File: src/rtl/seg7_pkg.sv
// Shared symbol codes, active-low GFEDCBA patterns and the expected message for
// the seven-segment scroller and its receive-side decoder.
package seg7_pkg;

    localparam logic [3:0] SYM_H     = 4'd0;
    localparam logic [3:0] SYM_E     = 4'd1;
    localparam logic [3:0] SYM_L     = 4'd2;
    localparam logic [3:0] SYM_O     = 4'd3;
    localparam logic [3:0] SYM_A     = 4'd4;
    localparam logic [3:0] SYM_S     = 4'd5;
    localparam logic [3:0] SYM_I     = 4'd6;
    localparam logic [3:0] SYM_C     = 4'd7;
    localparam logic [3:0] SYM_BLANK = 4'd8;
    localparam logic [3:0] SYM_BAD   = 4'd15;

    localparam logic [6:0] PAT_H     = 7'b0001001;
    localparam logic [6:0] PAT_E     = 7'b0000110;
    localparam logic [6:0] PAT_L     = 7'b1000111;
    localparam logic [6:0] PAT_O     = 7'b1000000;
    localparam logic [6:0] PAT_A     = 7'b0001000;
    localparam logic [6:0] PAT_S     = 7'b0010010;
    localparam logic [6:0] PAT_I     = 7'b1001111;
    localparam logic [6:0] PAT_C     = 7'b1000110;
    localparam logic [6:0] PAT_BLANK = 7'b1111111;

    localparam int MSG_LEN = 10;

    // Entry 0 is the first symbol of "HELLO ASIC".
    localparam logic [MSG_LEN-1:0][3:0] MSG_EXPECTED = {
        SYM_C, SYM_I, SYM_S, SYM_A, SYM_BLANK,
        SYM_O, SYM_L, SYM_L, SYM_E, SYM_H
    };

    typedef enum logic [3:0] {
        M_H     = 4'd0,
        M_E     = 4'd1,
        M_L1    = 4'd2,
        M_L2    = 4'd3,
        M_O     = 4'd4,
        M_BLANK = 4'd5,
        M_A     = 4'd6,
        M_S     = 4'd7,
        M_I     = 4'd8,
        M_C     = 4'd9
    } match_state_t;

endpackage

File: src/rtl/seg7_pattern_decode.sv
// Combinational lookup from an active-low GFEDCBA pattern to a symbol code;
// unknown patterns map to SYM_BAD.
module seg7_pattern_decode
    import seg7_pkg::*;
(
    input  logic [6:0] i_pattern,
    output logic [3:0] o_code
);

    always_comb begin
        o_code = SYM_BAD;
        case (i_pattern)
            PAT_H:     o_code = SYM_H;
            PAT_E:     o_code = SYM_E;
            PAT_L:     o_code = SYM_L;
            PAT_O:     o_code = SYM_O;
            PAT_A:     o_code = SYM_A;
            PAT_S:     o_code = SYM_S;
            PAT_I:     o_code = SYM_I;
            PAT_C:     o_code = SYM_C;
            PAT_BLANK: o_code = SYM_BLANK;
            default:   o_code = SYM_BAD;
        endcase
    end

endmodule

File: src/rtl/seg7_message_decoder.sv
// Glitch-filtered seven-segment receiver: emits one symbol per stable display
// period and flags each complete "HELLO ASIC" message.
//
// state   | meaning
// M_H     | waiting for H (idx 0)
// M_E     | H seen, waiting for E
// M_L1    | HE seen, waiting for first L
// M_L2    | HEL seen, waiting for second L
// M_O     | HELL seen, waiting for O
// M_BLANK | HELLO seen, waiting for blank
// M_A     | waiting for A
// M_S     | waiting for S
// M_I     | waiting for I
// M_C     | waiting for final C; match on arrival
module seg7_message_decoder
    import seg7_pkg::*;
#(
    parameter int STABLE_CYCLES = 4,
    parameter int SYMBOL_CYCLES = 16
) (
    input  logic       clk,
    input  logic       reset,
    input  logic [7:0] seg_in,
    output logic [3:0] sym_code,
    output logic       sym_valid,
    output logic       sym_err,
    output logic       msg_match,
    output logic [3:0] msg_count
);

    localparam int RUN_MAX = STABLE_CYCLES + SYMBOL_CYCLES;
    localparam int RUN_W   = $clog2(RUN_MAX + 1);

    logic [7:0]       r_sync1;
    logic [7:0]       r_sync2;
    logic [7:0]       r_prev;
    logic [RUN_W-1:0] r_run;
    match_state_t     r_state;

    logic [RUN_W-1:0] w_run_next;
    logic [RUN_W-1:0] w_run_load;
    logic             w_emit;
    logic [3:0]       w_code;
    logic [3:0]       w_expected;

    seg7_pattern_decode u_decode (
        .i_pattern (r_sync2[6:0]),
        .o_code    (w_code)
    );

    // DP is forced high so it never breaks a run.
    always_comb begin
        w_run_next = RUN_W'(1);
        if ((r_sync2 | 8'h80) == r_prev) begin
            w_run_next = r_run + 1'b1;
        end
    end

    // The run reloads to STABLE after a repeat emission, so repeats fall every SYMBOL edges.
    assign w_emit     = (w_run_next == RUN_W'(STABLE_CYCLES)) || (w_run_next == RUN_W'(RUN_MAX));
    assign w_run_load = (w_run_next == RUN_W'(RUN_MAX)) ? RUN_W'(STABLE_CYCLES) : w_run_next;
    assign w_expected = MSG_EXPECTED[r_state];

    always_ff @(posedge clk) begin
        if (reset) begin
            r_sync1   <= 8'hFF;
            r_sync2   <= 8'hFF;
            r_prev    <= 8'hFF;
            r_run     <= '0;
            r_state   <= M_H;
            sym_code  <= 4'd0;
            sym_valid <= 1'b0;
            sym_err   <= 1'b0;
            msg_match <= 1'b0;
            msg_count <= 4'd0;
        end else begin
            r_sync1   <= seg_in;
            r_sync2   <= r_sync1;
            r_prev    <= r_sync2 | 8'h80;
            r_run     <= w_run_load;
            sym_valid <= w_emit;
            sym_err   <= w_emit && (w_code == SYM_BAD);
            msg_match <= 1'b0;
            if (w_emit) begin
                sym_code <= w_code;
                if (w_code == SYM_BAD) begin
                    r_state <= M_H;
                end else if (w_code == w_expected) begin
                    if (r_state == M_C) begin
                        msg_match <= 1'b1;
                        r_state   <= M_H;
                        if (msg_count != 4'hF) begin
                            msg_count <= msg_count + 4'd1;
                        end
                    end else begin
                        r_state <= match_state_t'(r_state + 4'd1);
                    end
                end else if (w_code == SYM_H) begin
                    r_state <= M_E;
                end else begin
                    r_state <= M_H;
                end
            end
        end
    end

endmodule

File: config.mk
export PLATFORM = sky130hd
export DESIGN_NAME = seg7_message_decoder
export DESIGN_NICKNAME = d
export VERILOG_FILES = /design/src/rtl/seg7_pkg.sv /design/src/rtl/seg7_pattern_decode.sv /design/src/rtl/seg7_message_decoder.sv
export SDC_FILE = /design/constraint.sdc
export NUM_CORES = 1
export LEC_CHECK = 0
export BUFFER_PORTS_ARGS = -buffer_cell sky130_fd_sc_hd__buf_2
export CAP_MARGIN = 30
export CORE_AREA = 2 2 84 70
export CTS_CLUSTER_SIZE = 20
export DETAILED_ROUTE_END_ITERATION = 12
export DIE_AREA = 0 0 86 72
export PLACE_DENSITY = 0.62
export SLEW_MARGIN = 20
export SYNTH_ARGS = -nofsm -noshare
export SYNTH_HDL_FRONTEND = slang
export SYNTH_HIERARCHICAL = 1
export SYNTH_SLANG_ARGS = --single-unit
File: constraint.sdc
create_clock -name clk -period 4.35 [get_ports clk]
set_clock_uncertainty 0.15 [all_clocks]
set_input_delay 0.2175 -clock clk [delete_from_list [all_inputs] [get_ports clk]]
set_output_delay 0.2175 -clock clk [all_outputs]
set_load 0.02 [all_outputs]
Word-level counts from Yosys, hierarchy flattened

Memories as Yosys holds them, arrays and structs flattened. A register that Yosys moved wholly into a read port is not among the register bits.
Index checks and enable logic that the tools add are counted.

Bits of input ports: 10
Memories: 1
Output and inout bits: 11
Word-level logic and storage cells: 53
Flip-flop bits (word level): 42
Memory bits (read-only): 64

Bitwise gates (word level): 3
$lt $le $gt $ge: 1
Mux-type cells: 11
Add/subtract/negate cells: 3
Reduce and logical (&&, ||, !) cells: 6
Equal/unequal tests: 16

Memories:

| memory           | depth | bits a word | rd ports | clocked after memory_dff | wr ports | RTL line                   | RTL |
|---|---|---|---|---|---|---|---|
| (name not given) | 16    | 4           | 1        | 1                        | 0        | seg7_message_decoder.sv:62 | `assign w_expected = MSG_EXPECTED[r_state];` |

Operators by type and width:

| kind                | count |
|---|---|
| $pmux 4 s9          | 1 |
| $eq 7x7->1 const B  | 5 |
| $mux 4              | 6 |
| $eq 7x4->1 const B  | 2 |
| $add 4x1->4 const B | 2 |
| $eq 4x4->1 const B  | 2 |
| $eq 8x8->1          | 1 |
| $eq 7x3->1 const B  | 1 |
| $eq 7x5->1 const B  | 1 |
| $add 5x1->5 const B | 1 |
| $eq 5x3->1 const B  | 1 |
| $eq 5x5->1 const B  | 1 |
| $lt 4x5->1 const B  | 1 |
| $mux 5              | 1 |
| $reduce_and 5->1    | 1 |
| $eq 4x4->1          | 1 |
| $logic_not 4->1     | 1 |
| $ne 4x4->1 const B  | 1 |
| $reduce_or 4->1     | 1 |
| $mux 3              | 1 |
| $not 1->1           | 3 |
| $mux 1              | 2 |
| $reduce_or 2->1     | 1 |
| $logic_and 1x1->1   | 1 |
| $logic_or 1x1->1    | 1 |

Longest topological paths before layout

Word-level depth: 8
Gate-level depth with buffers: 16
Mapped depth without buffers: 15

Cells and area by module

The synthesis kept the hierarchy.

By module, submodules not included:

| module               | seq. area each (sq um) | instances | area an instance (sq um) | cells each |
|---|---|---|---|---|
| seg7_message_decoder | 880.8                  | 1         | 1888.1                   | 190 |
| seg7_pattern_decode  | 0.0                    | 1         | 200.2                    | 31 |

Worst setup path after synthesis

Ideal clock, no wire load.

Kind: register to register
Start: register r_sync2[2]
End: register w_expected[0] (netlist name)
Slack: 896 ps
Arrival time: 3225 ps
Setup time: 79 ps
Stages on the path, launching flop included: 17
Period minus slack after synthesis: 3454 ps
Path through: dfxtp_1 buf_4 nor4bb_1 a31oi_1 o211ai_2 o22ai_1 xnor2_1 nand4_1 or3b_2 a211oi_4 o21ai_0 inv_1 ha_1 o41ai_1 a311oi_1 nand3_1 o211ai_1

RTL lines:

| element                | RTL line                   | RTL |
|---|---|---|
| start, declared        | seg7_message_decoder.sv:35 | `logic [7:0] r_sync2;` |
| start signal, assigned | seg7_message_decoder.sv:78 | `r_sync2 <= r_sync1;` |

==> results.toml <==
[global_route]
grt_overflow_total = 0
grtUsageTotal_pct = 13.0
grt_pass1_vias = 1397
grt_pass1_wl_um = 6400
grtUsageMet2_pct = 20.0
met3_usage_pct = 3.98
grt_antenna_before_repair = 0
busiest_layer = "met2"
grt_max_degree = 35
met1_usage_pct = 17.1

[synth]
synth.top_cells.by_count = "dfxtp_1 (44), or2_2 (22), nor2_1 (16), inv_1 (11), xnor2_1 (9)"
yosysTopAreaCell = "dfxtp_1"
synth_edf_count = 0
ys.flop_type = "dfxtp_1"
yosysMostFrequentCell = "dfxtp_1"
synth_nets = 237
ys_top_cells_by_area = "dfxtp_1 (42%), or2_2 (6.6%), xnor2_1 (3.8%), ha_1 (3.6%), xor2_1 (3.4%)"
synthCells = 221
syn_avg_cell_area_um2 = 9.45
synth_seq_cells = 44
synth-seq-area-share_pct = 42.2
synth_cell_types = 53
netlist_area_um2 = 2090
yosysWarnings = 6
async_flop_share_pct = 0
synth.top_cell.area_share_pct = 42.2

[placement]
port_buffers = 19
hpwlAfterDp_um = 2650
gp_congestion = 0.822
dp_slack_ns = 0.595

[pwr]
leakage_nw = 0.987
pwr_density_cell_nw_per_um2 = 337
worst_ir_drop_vdd_mv = 0.180

[clock_tree]
insertion_delay_ns = 0.29
cts.path.max_buffers = 2
cts-resized-gates = 0
clock_sinks = 44
cts_buffers = 5
cts_root_buffer = "clkbuf_8"
clkTransAtPathRegs_ns = 0.08
cts_tree = "built"
ctsHtreeMaxLevel = 2

[route]
viasPerCell = 5.04
drt_first_pass_iters = 4
vias = 1579
drt_wl_total_um = 3760
avgRoutedWirePerCell_um = 12.0
drtIter0Drc = 105
drc = 0
drt.antenna.violating_nets = 0

[floorplan]
die_w_um = 86
io_pins = 21
initial_core_util_pct = 39.3
dieArea_um2 = 6190
rows = 24
core_area_um2 = 5320
die_y_um = 72

[sta]
fin_setup_tns_ns = 0
max_freq_ghz = 0.266
rsz0062_at_grt = "false"
final_hold_viol_count = 0
post-route-min-period_ns = 3.76
tightest_slew_ns = 0.505
report.final.setup_viol = 0
slew_violations = 0
setup_slack_ns = 0.587
maxSlewHeadroom_pct = 66.2
fin_crit_sh_pct = 86.5

[critical_path]
ff2ff_path_depth = 15
cp.depth = 15
critPathKind = "flop to flop"
path_cells = "and3b_1 -> o21ai_1 -> o211ai_2 -> o22ai_1 -> xnor2_1 -> nand4_1 -> or3b_2 -> a211oi_4 -> o21ai_0 -> inv_1 -> ha_1 -> o41ai_1 -> a311oi_1 -> nand3_1 -> o211ai_1"
cpPeakStageDelay_ns = 0.53
cp-start-kind = "flop"
cp_data_arrival_time_ns = 3.83
reg2reg_from = "r_sync2[3]"
crit_start = "r_sync2[3]"
critical_path_required_ns = 4.42
cp_max_fo = 11
crit_buf_inv = 1
cp_slowest_cell = "dfxtp_1"
end_kind = "flop"
reg2reg_to = "w_expected[0]"
endpoint = "w_expected[0]"
crit_family = "compound AO/OA/AOI/OAI gates"
rrSetupSlack_ns = 0.59

[final_layout]
diodes = 0
nets = 263
syn2layout_area_growth_pct = 15.7
drive_gt1_share_pct = 25.0
multi_input_area_um2 = 1120
fillers = 526
regArea_um2 = 881

[flow_run]
cap_violations = 0

[run_status]
status = "completed"

[hold_path]
min_path_type = "input port to flop"
-- worst min-delay path by stage --
stage,from,cells past startpoint,endpoint
4_1_cts,reset,2,sym_code[1]
5_1_grt,reset,2,sym_code[2]
2_1_floorplan,seg_in[0],1,r_sync1[0]
6_report,reset,2,sym_code[3]
3_5_place_dp,r_sync1[0],1,r_sync2[0]
3_3_place_gp,r_sync1[1],1,r_sync2[1]
-- final cells by class --
cell class                      count  area share [%]
Multi-Input combinational cell    158            46.3
Sequential cell                    44            36.5
Timing Repair Buffer               27            7.15
Clock buffer                        6            3.42
Tap cell                           65            3.37
Inverter                           11            1.71
Clock inverter                      2            1.61
-- cells in the final DEF (no fill, tap or decap), drive strengths merged, types with 7 or more instances in the layout --
cell type / synthesis / routed
buf: 5 / 20
dfxtp: 44 / 44
dlygate4sd3: 0 / 7
inv: 11 / 11
nand2: 8 / 8
nand3: 7 / 7
nor2: 17 / 17
nor3: 7 / 7
nor4: 9 / 9
or2: 22 / 22
xnor2: 9 / 9
xor2: 8 / 8
-- power breakdown --
part	switching, mW	internal (mW)	leakage (nW)	total [mW]
clock	0.139	0.188	0.0614	0.326
combinational	0.0363	0.0310	0.567	0.0673
sequential	0.00981	0.412	0.359	0.422
total	0.185	0.631	0.987	0.815
-- cell families (layout without fill, tap and decap cells) --
logic type / Yosys count / after routing / synth area share (%)
buffers and inverters: 19 / 46 / 4.25
flip-flops: 44 / 44 / 42.2
AND/OR/NAND/NOR: 100 / 100 / 28.7
multiplexers: 6 / 6 / 2.94
XOR/XNOR: 17 / 17 / 7.13
AO/OA/AOI/OAI: 29 / 29 / 11.2
adder cells (fa/ha/maj): 6 / 6 / 3.59
-- worst reg2reg max path, stage by stage, from the launching register on --
cell      delay, ns
dfxtp_1        0.53
and3b_1        0.22
o21ai_1        0.20
o211ai_2       0.14
o22ai_1        0.42
xnor2_1        0.18
nand4_1        0.12
or3b_2         0.49
a211oi_4       0.31
o21ai_0        0.22
inv_1          0.10
ha_1           0.14
o41ai_1        0.06
a311oi_1       0.21
nand3_1        0.10
o211ai_1       0.10
-- routing by layer --
layer,part of all wire [%],vias to the layer above
met5,0,-
met1,51,718
met4,1.2,0
met2,43,28
li1,-,828
met3,5.1,5
-- per-stage QoR --
step | util [%] | instances | instance area, um^2 | hold slack, ns | power [mW]
floorplan | - | 221 | 2090 | 0.171 | 0.479
global placement | 41.9 | 298 | 2220 | 0.241 | 0.493
detailed placement | 41.9 | 298 | 2220 | 0.243 | 0.494
CTS | 45.5 | 313 | 2420 | 0.233 | 0.828
global route | 45.5 | 313 | 2420 | 0.261 | 0.856
finish | 45.5 | 313 | 2420 | 0.220 | 0.815
-- state kept, by name (all words and copies together), names as in the netlist --
name,cells
r_prev,7
msg_count,4
sym_valid,1
r_sync1,7
r_run,4
r_sync2,7
r_state,4
sym_err,1
msg_match,1
w_expected,4
sym_code,4
-- repair_timing --
item                                    4_1_cts  5_1_grt
endpoints found under the hold margin         7        0
endpoints found under the setup margin        0        0
hold buffers                                  7        0
setup buffers                                 0        0
Power figures use the tool's default switching activity.
